## config.mk

```make
export PLATFORM = sky130hd
export DESIGN_NAME = ram_init_sequencer
export DESIGN_NICKNAME = d
export VERILOG_FILES = /design/src/rtl/cpu_defs.sv /design/src/rtl/checksum_acc.sv /design/src/rtl/ram_init_sequencer.sv
export SDC_FILE = /design/constraint.sdc
export NUM_CORES = 1
export LEC_CHECK = 0
export ABC_AREA = 1
export CORE_MARGIN = 2
export CORE_UTILIZATION = 47
export DETAILED_ROUTE_END_ITERATION = 7
export MAX_ROUTING_LAYER = met4
export PLACE_DENSITY_LB_ADDON = 0.12
export SETUP_SLACK_MARGIN = 0.02
export SYNTH_ARGS = -nofsm -noshare
export SYNTH_HDL_FRONTEND = slang
export SYNTH_SLANG_ARGS = --single-unit
```

## constraint.sdc

```tcl
create_clock -name init_clock -period 2 [get_ports init_clock]
set_input_delay 0.2 -clock init_clock [delete_from_list [all_inputs] [get_ports init_clock]]
set_output_delay 0.2 -clock init_clock [all_outputs]
set_load 0.02 [all_outputs]
```

## src/rtl/cpu_defs.sv

```systemverilog
// Shared definitions for the accumulator CPU: global word/address size
// and the boot sequencer state encoding.
// Pure declarations; no timing or flow control.
package cpu_defs;

    localparam int CPU_DATA_W = 8;
    localparam int CPU_ADDR_W = 4;

    typedef enum logic [2:0] {
        ST_IDLE   = 3'd0,
        ST_LOAD   = 3'd1,
        ST_VERIFY = 3'd2,
        ST_DONE   = 3'd3,
        ST_ERROR  = 3'd4
    } seq_state_t;

endpackage

```

## src/rtl/checksum_acc.sv

```systemverilog
// Modular (2**DATA_W) running sum with synchronous clear and enable.
// Latency: sum reflects data one cycle after enable.
// No backpressure: accepts data on every enabled cycle; clear wins over enable.
// Ports: init_clock/init_reset, clear, enable, data in, sum out.
module checksum_acc
    import cpu_defs::*;
#(
    parameter int DATA_W = CPU_DATA_W
) (
    input  logic              init_clock,
    input  logic              init_reset,
    input  logic              clear,
    input  logic              enable,
    input  logic [DATA_W-1:0] data,
    output logic [DATA_W-1:0] sum
);

    always_ff @(posedge init_clock or posedge init_reset) begin
        if (init_reset) begin
            sum <= '0;
        end else if (clear) begin
            sum <= '0;
        end else if (enable) begin
            sum <= sum + data;
        end
    end

endmodule

```

## src/rtl/ram_init_sequencer.sv

```systemverilog
// Boot-time RAM loader: streams NUM_WORDS words into RAM, optionally re-reads and checksums them, then hands RAM to the CPU.
// Latency: write is combinational in the handshake cycle; verify pass takes NUM_WORDS+RD_LAT cycles.
// Backpressure: src_ready high only in LOAD; a stalled source (src_valid=0) freezes the load.
// Ports: start/src_* (word source), cpu_* (CPU path, muxed in DONE), ram_* (RAM port),
//        busy/done/error status, checksum (load-side sum, held after load).
module ram_init_sequencer
    import cpu_defs::*;
#(
    parameter int DATA_W     = CPU_DATA_W,
    parameter int ADDR_W     = CPU_ADDR_W,
    parameter int NUM_WORDS  = 5,
    parameter int VERIFY_EN  = 1,
    parameter int RD_LAT     = 1,
    parameter int AUTO_START = 1
) (
    input  logic              init_clock,
    input  logic              init_reset,
    input  logic              start,
    input  logic              src_valid,
    input  logic [DATA_W-1:0] src_data,
    output logic              src_ready,
    input  logic [ADDR_W-1:0] cpu_addr,
    input  logic              cpu_we,
    input  logic [DATA_W-1:0] cpu_wdata,
    output logic [ADDR_W-1:0] ram_addr,
    output logic              ram_we,
    output logic [DATA_W-1:0] ram_wdata,
    input  logic [DATA_W-1:0] ram_rdata,
    output logic              busy,
    output logic              done,
    output logic              error,
    output logic [DATA_W-1:0] checksum
);

    // One spare bit so NUM_WORDS = 2**ADDR_W reaches its terminal value without wrapping.
    localparam int CNT_W = ADDR_W + 1;
    localparam int VC_W  = $clog2(NUM_WORDS + RD_LAT + 1);

    localparam logic [CNT_W-1:0] CNT_LAST  = CNT_W'(NUM_WORDS - 1);
    localparam logic [VC_W-1:0]  VC_ISSUES = VC_W'(NUM_WORDS);
    localparam logic [VC_W-1:0]  VC_LAST   = VC_W'(NUM_WORDS + RD_LAT - 1);
    localparam seq_state_t       RESET_ST  = (AUTO_START != 0) ? ST_LOAD : ST_IDLE;

    seq_state_t        state, state_nxt;
    logic [CNT_W-1:0]  cnt, cnt_nxt;
    logic [VC_W-1:0]   vcnt, vcnt_nxt;
    logic              issue;
    logic              ret_tag;
    logic              clr_sums;
    logic              ld_en;
    logic [DATA_W-1:0] vsum;
    logic [DATA_W-1:0] vsum_final;

    always_ff @(posedge init_clock or posedge init_reset) begin
        if (init_reset) begin
            state <= RESET_ST;
            cnt   <= '0;
            vcnt  <= '0;
        end else begin
            state <= state_nxt;
            cnt   <= cnt_nxt;
            vcnt  <= vcnt_nxt;
        end
    end

    // Read issue window: first NUM_WORDS cycles of VERIFY.
    assign issue = (state == ST_VERIFY) && (vcnt < VC_ISSUES);

    // Tag pipeline matching RAM read latency; ret_tag marks a cycle whose ram_rdata belongs to the image.
    generate
        if (RD_LAT == 0) begin : g_tag_comb
            assign ret_tag = issue;
        end else begin : g_tag_pipe
            logic [RD_LAT-1:0] tag_pipe;
            always_ff @(posedge init_clock or posedge init_reset) begin
                if (init_reset) begin
                    tag_pipe <= '0;
                end else begin
                    tag_pipe[0] <= issue;
                    for (int i = 1; i < RD_LAT; i++) begin
                        tag_pipe[i] <= tag_pipe[i-1];
                    end
                end
            end
            assign ret_tag = tag_pipe[RD_LAT-1];
        end
    endgenerate

    // The final return lands in the same cycle as the compare, so fold it in ahead of the register.
    assign vsum_final = vsum + (ret_tag ? ram_rdata : '0);

    always_comb begin
        state_nxt = state;
        cnt_nxt   = cnt;
        vcnt_nxt  = vcnt;
        clr_sums  = 1'b0;
        ld_en     = 1'b0;
        src_ready = 1'b0;
        ram_addr  = '0;
        ram_we    = 1'b0;
        ram_wdata = '0;
        busy      = 1'b0;
        done      = 1'b0;
        error     = 1'b0;
        // The reset state may be LOAD; keep every output quiet while reset is still asserted.
        if (!init_reset) begin
            case (state)
                ST_IDLE: begin
                    if (start) begin
                        state_nxt = ST_LOAD;
                        cnt_nxt   = '0;
                        clr_sums  = 1'b1;
                    end
                end
                ST_LOAD: begin
                    busy      = 1'b1;
                    src_ready = 1'b1;
                    ram_addr  = cnt[ADDR_W-1:0];
                    if (src_valid) begin
                        ram_we    = 1'b1;
                        ram_wdata = src_data;
                        ld_en     = 1'b1;
                        cnt_nxt   = cnt + CNT_W'(1);
                        if (cnt == CNT_LAST) begin
                            vcnt_nxt  = '0;
                            state_nxt = (VERIFY_EN != 0) ? ST_VERIFY : ST_DONE;
                        end
                    end
                end
                ST_VERIFY: begin
                    busy     = 1'b1;
                    vcnt_nxt = vcnt + VC_W'(1);
                    if (issue) begin
                        ram_addr = ADDR_W'(vcnt);
                    end
                    if (vcnt == VC_LAST) begin
                        state_nxt = (vsum_final == checksum) ? ST_DONE : ST_ERROR;
                    end
                end
                ST_DONE: begin
                    done      = 1'b1;
                    ram_addr  = cpu_addr;
                    ram_we    = cpu_we;
                    ram_wdata = cpu_wdata;
                    if (start) begin
                        state_nxt = ST_LOAD;
                        cnt_nxt   = '0;
                        clr_sums  = 1'b1;
                    end
                end
                ST_ERROR: begin
                    error = 1'b1;
                    if (start) begin
                        state_nxt = ST_LOAD;
                        cnt_nxt   = '0;
                        clr_sums  = 1'b1;
                    end
                end
                default: begin
                    state_nxt = ST_IDLE;
                end
            endcase
        end
    end

    checksum_acc #(.DATA_W(DATA_W)) u_load_acc (
        .init_clock (init_clock),
        .init_reset (init_reset),
        .clear      (clr_sums),
        .enable     (ld_en),
        .data       (src_data),
        .sum        (checksum)
    );

    checksum_acc #(.DATA_W(DATA_W)) u_verify_acc (
        .init_clock (init_clock),
        .init_reset (init_reset),
        .clear      (clr_sums),
        .enable     (ret_tag),
        .data       (ram_rdata),
        .sum        (vsum)
    );

endmodule
```

==> qor.yml <==
antenna_violations_before_repair: 0
met3_wirelength_um: 208
drt_pass1_iterations: 4
sequential_cell_area_um2: 703
timing.final.hold_violations: 0
die_area_mm2: 0.00619
grt_pass1_wl_um: 12300
htree_num_levels: 1
postSynthNetCount: 443
top_layer: "met4"
tritoncts_num_sinks: 28
timing.hold.ws_ps: 407
io_pins: 58
worstSetupEndpointType: "register"
worstPathArrival_ps: 2260
drc_errors: 0
flow.area_growth_from_synthesis_pct: 51.2
static-leakage-power_uw: 0.00202
finalWeightedCongestion: 0.917
yosysWarningCount: 0
violations_in_the_final_reports: "negative setup slack"
wirelength_um: 7310
num-fill-cells: 470
maxClockFrequency_mhz: 495
cts.path.max_buffers: 2
postSynth.asyncResetShare_pct: 100
antennaDiodeCount: 0
syn-cell-area_mm2: 0.00262
globalRouteTotalUtil_pct: 24.9
layout_worst_path_cycle_share_pct: 101
wl_met2_um: 3840
nNetsFinal: 551
worst-endpoint-required_ps: 2240
grt_max_degree: 25
max_cap_violations: 0
grt_setup_unrepaired: "yes"
postLayoutSetupSlackWorst_ps: -19.2
initial_utilization_pct: 48.1
synthesis.instances: 382
tritoncts: "done"
synth_enable_flop_cells: 0
cts_buffers: 3
synth.ff_latch_count: 28
dp_slack_ps: -225
floorplan.die.width_um: 78.6
coreArea_mm2: 0.00544
synth-main-ff-cell: "dfrtp_1"
floorplan.rows: 27
power_per_cell_area_mw_per_mm2: 1270
hold_buf_count_cts: 0
globalRoute.totalOverflow: 0
chip_height_um: 78.6
detailroute.via_count: 2837
most_numerous_cell_in_the_yosys_netlist: "nand2_1"
timing.clock.skew_ps: 4.83
dp.final_hpwl_um: 5480
setup-tns-final_ps: -28.1
outcome: "finished, violations left"
worst-slew-pin-transition_ps: 686
clockRootBuffer: "clkbuf_8"
postLayoutCoreUtil_pct: 72.8
post-synth-top-area-cell: "dfrtp_1"
insertion_delay_ps: 280
drt_first_iter_violations: 75
synth_area_leaders: "dfrtp_1 26%, nand2_1 16%, ha_1 12%"
holdCritPathClass: "in -> async"
detail_route.wirelength.met1_um: 3210
critical_path.startpoint_type: "register"
synth.avg_cell_area_um2: 6.86
via_count_of_the_first_global_routing_pass: 2796
synth.top_cells.by_count: "114 x nand2_1, 56 x inv_1, 31 x nor2_1"
yosysTopAreaCellShare_pct: 25.8
peakVddDrop_mv: 0.722
multi_input_comb_area_mm2: 0.00192
worst_path_maximum_fanout: 5
synth_sequential_area_ratio_pct: 26.8
fin_total_pwr_uw: 5020
min_period_ps: 2020
drtAntennaViolNets: 0
max-slew-margin-rel_pct: 53.7
io_buffers: 57
yosysUniqueCellTypes: 35
drive_gt1_share_pct: 29.7
routed_via_density: 5.06
clock_pin_slew_on_the_worst_setup_and_hold_paths_ps: 110
critPathKind: "reg -> reg"
setup_viol: 3
final_max_slew_viol_count: 0
routedWlPerCell_um: 13.0
==> path summary, 6_finish.rpt <==
| kind | start | to | slack, ps | cells past startpoint |
|---|---|---|---|---|
| worst max register to register | g_tag_pipe.tag_pipe | state[0] | -20 | 12 |
| worst max-delay path | g_tag_pipe.tag_pipe | state[0] | -20 | 12 |
| worst min-delay path | init_reset | cnt[2] | 410 | 4 |
| worst min register to register | vcnt[2] | vcnt[2] | 560 | 1 |
| max in group asynchronous | init_reset | state[0] | 1280 | 3 |
| min in group init_clock | vcnt[2] | vcnt[2] | 560 | 1 |
==> timing repair <==
| action | in CTS | in global routing |
|---|---|---|
| resized for setup | 72 | 73 |
| endpoints found under the setup margin | 19 | 19 |
| cloned | 1 | 0 |
| hold endpoints to repair | 0 | 0 |
| buffers inserted | 4 | 5 |
| pin swaps | 11 | 23 |
==> worst max-delay path, stage by stage, from the launching register on <==
cell,delay (ps)
dfrtp_2,470
nand2_2,70
inv_2,40
ha_4,150
fa_2,400
xnor2_2,160
xor2_1,190
nand2_2,90
nor2_4,130
nand3_2,90
nand2_1,80
nand2_1,50
nand2_1,50
==> logic make-up (layout without fill, tap and decap cells) <==
| family | after synthesis | in the layout | share of synthesized area [%] |
|---|---|---|---|
| AO/OA/AOI/OAI | 57 | 57 | 13.2 |
| XOR/XNOR | 12 | 12 | 4.01 |
| adder cells (fa/ha/maj) | 28 | 28 | 14.2 |
| buffers and inverters | 65 | 171 | 9.75 |
| flip-flops | 28 | 28 | 26.8 |
| multiplexers | 1 | 1 | 0.430 |
| AND/OR/NAND/NOR | 191 | 192 | 31.5 |
==> sequential cells by signal, summed over array words and instances, names as in the netlist <==
signal / flops
u_load_acc.sum: 8
u_verify_acc.sum: 8
cnt: 5
state: 3
vcnt: 3
g_tag_pipe.tag_pipe: 1
==> cell type report <==
type	instances	area share, %
multi-input cells	290	48.4
repair buffers	106	23.8
flip-flops and latches	28	17.8
inverters	61	6.03
well taps	72	2.27
clock buffers	3	1.04
clock inverters	1	0.758
==> stage by stage <==
step,instance area (µm²),cells
CTS,3730,556
global route,3960,561
global placement,3570,547
finish,3960,561
floorplan,2640,382
detailed placement,3570,547
==> per-layer routing <==
metal,vias to the layer above,track usage (%)
li1,1456,-
met1,1323,31.4
met2,51,44.4
met3,7,1.72
met4,0,4.56
met5,-,-
==> where the power goes <==
| group | switching [µW] | internal [µW] |
|---|---|---|
| combinational | 1870 | 1610 |
| clock | 202 | 269 |
| sequential | 285 | 777 |
==> cells in the final DEF (no fill, tap or decap), types with 2 or more instances in the layout <==
| cell | synthesis | routed |
|---|---|---|
| xnor2_1 | 5 | 4 |
| o21ai_0 | 11 | 10 |
| nand2_2 | 5 | 15 |
| a22o_1 | 2 | 2 |
| nor3b_2 | 0 | 2 |
| o311ai_0 | 2 | 2 |
| buf_6 | 1 | 6 |
| buf_12 | 0 | 2 |
| nor2_4 | 1 | 5 |
| clkbuf_2 | 0 | 2 |
| a22o_2 | 2 | 2 |
| nor2_2 | 1 | 6 |
| inv_4 | 0 | 2 |
| o22ai_1 | 3 | 3 |
| nand4_1 | 2 | 2 |
| clkdlybuf4s50_1 | 0 | 40 |
| a21oi_1 | 19 | 15 |
| nor2_1 | 31 | 23 |
| inv_2 | 3 | 10 |
| o21ai_1 | 5 | 6 |
| ha_1 | 25 | 19 |
| buf_4 | 0 | 50 |
| dfrtp_1 | 27 | 26 |
| nand3_2 | 0 | 2 |
| nand2_1 | 114 | 102 |
| a21oi_2 | 0 | 4 |
| a22oi_2 | 0 | 6 |
| clkbuf_8 | 0 | 3 |
| inv_1 | 56 | 47 |
| a22oi_1 | 12 | 6 |
| nand3_1 | 24 | 21 |
| nand3b_1 | 2 | 2 |
| ha_4 | 0 | 6 |
| fa_2 | 0 | 3 |
| nor3_1 | 5 | 5 |
| xor2_1 | 7 | 7 |
| nand2_4 | 2 | 4 |
| buf_2 | 1 | 4 |
(Power assumes the default switching activity.)
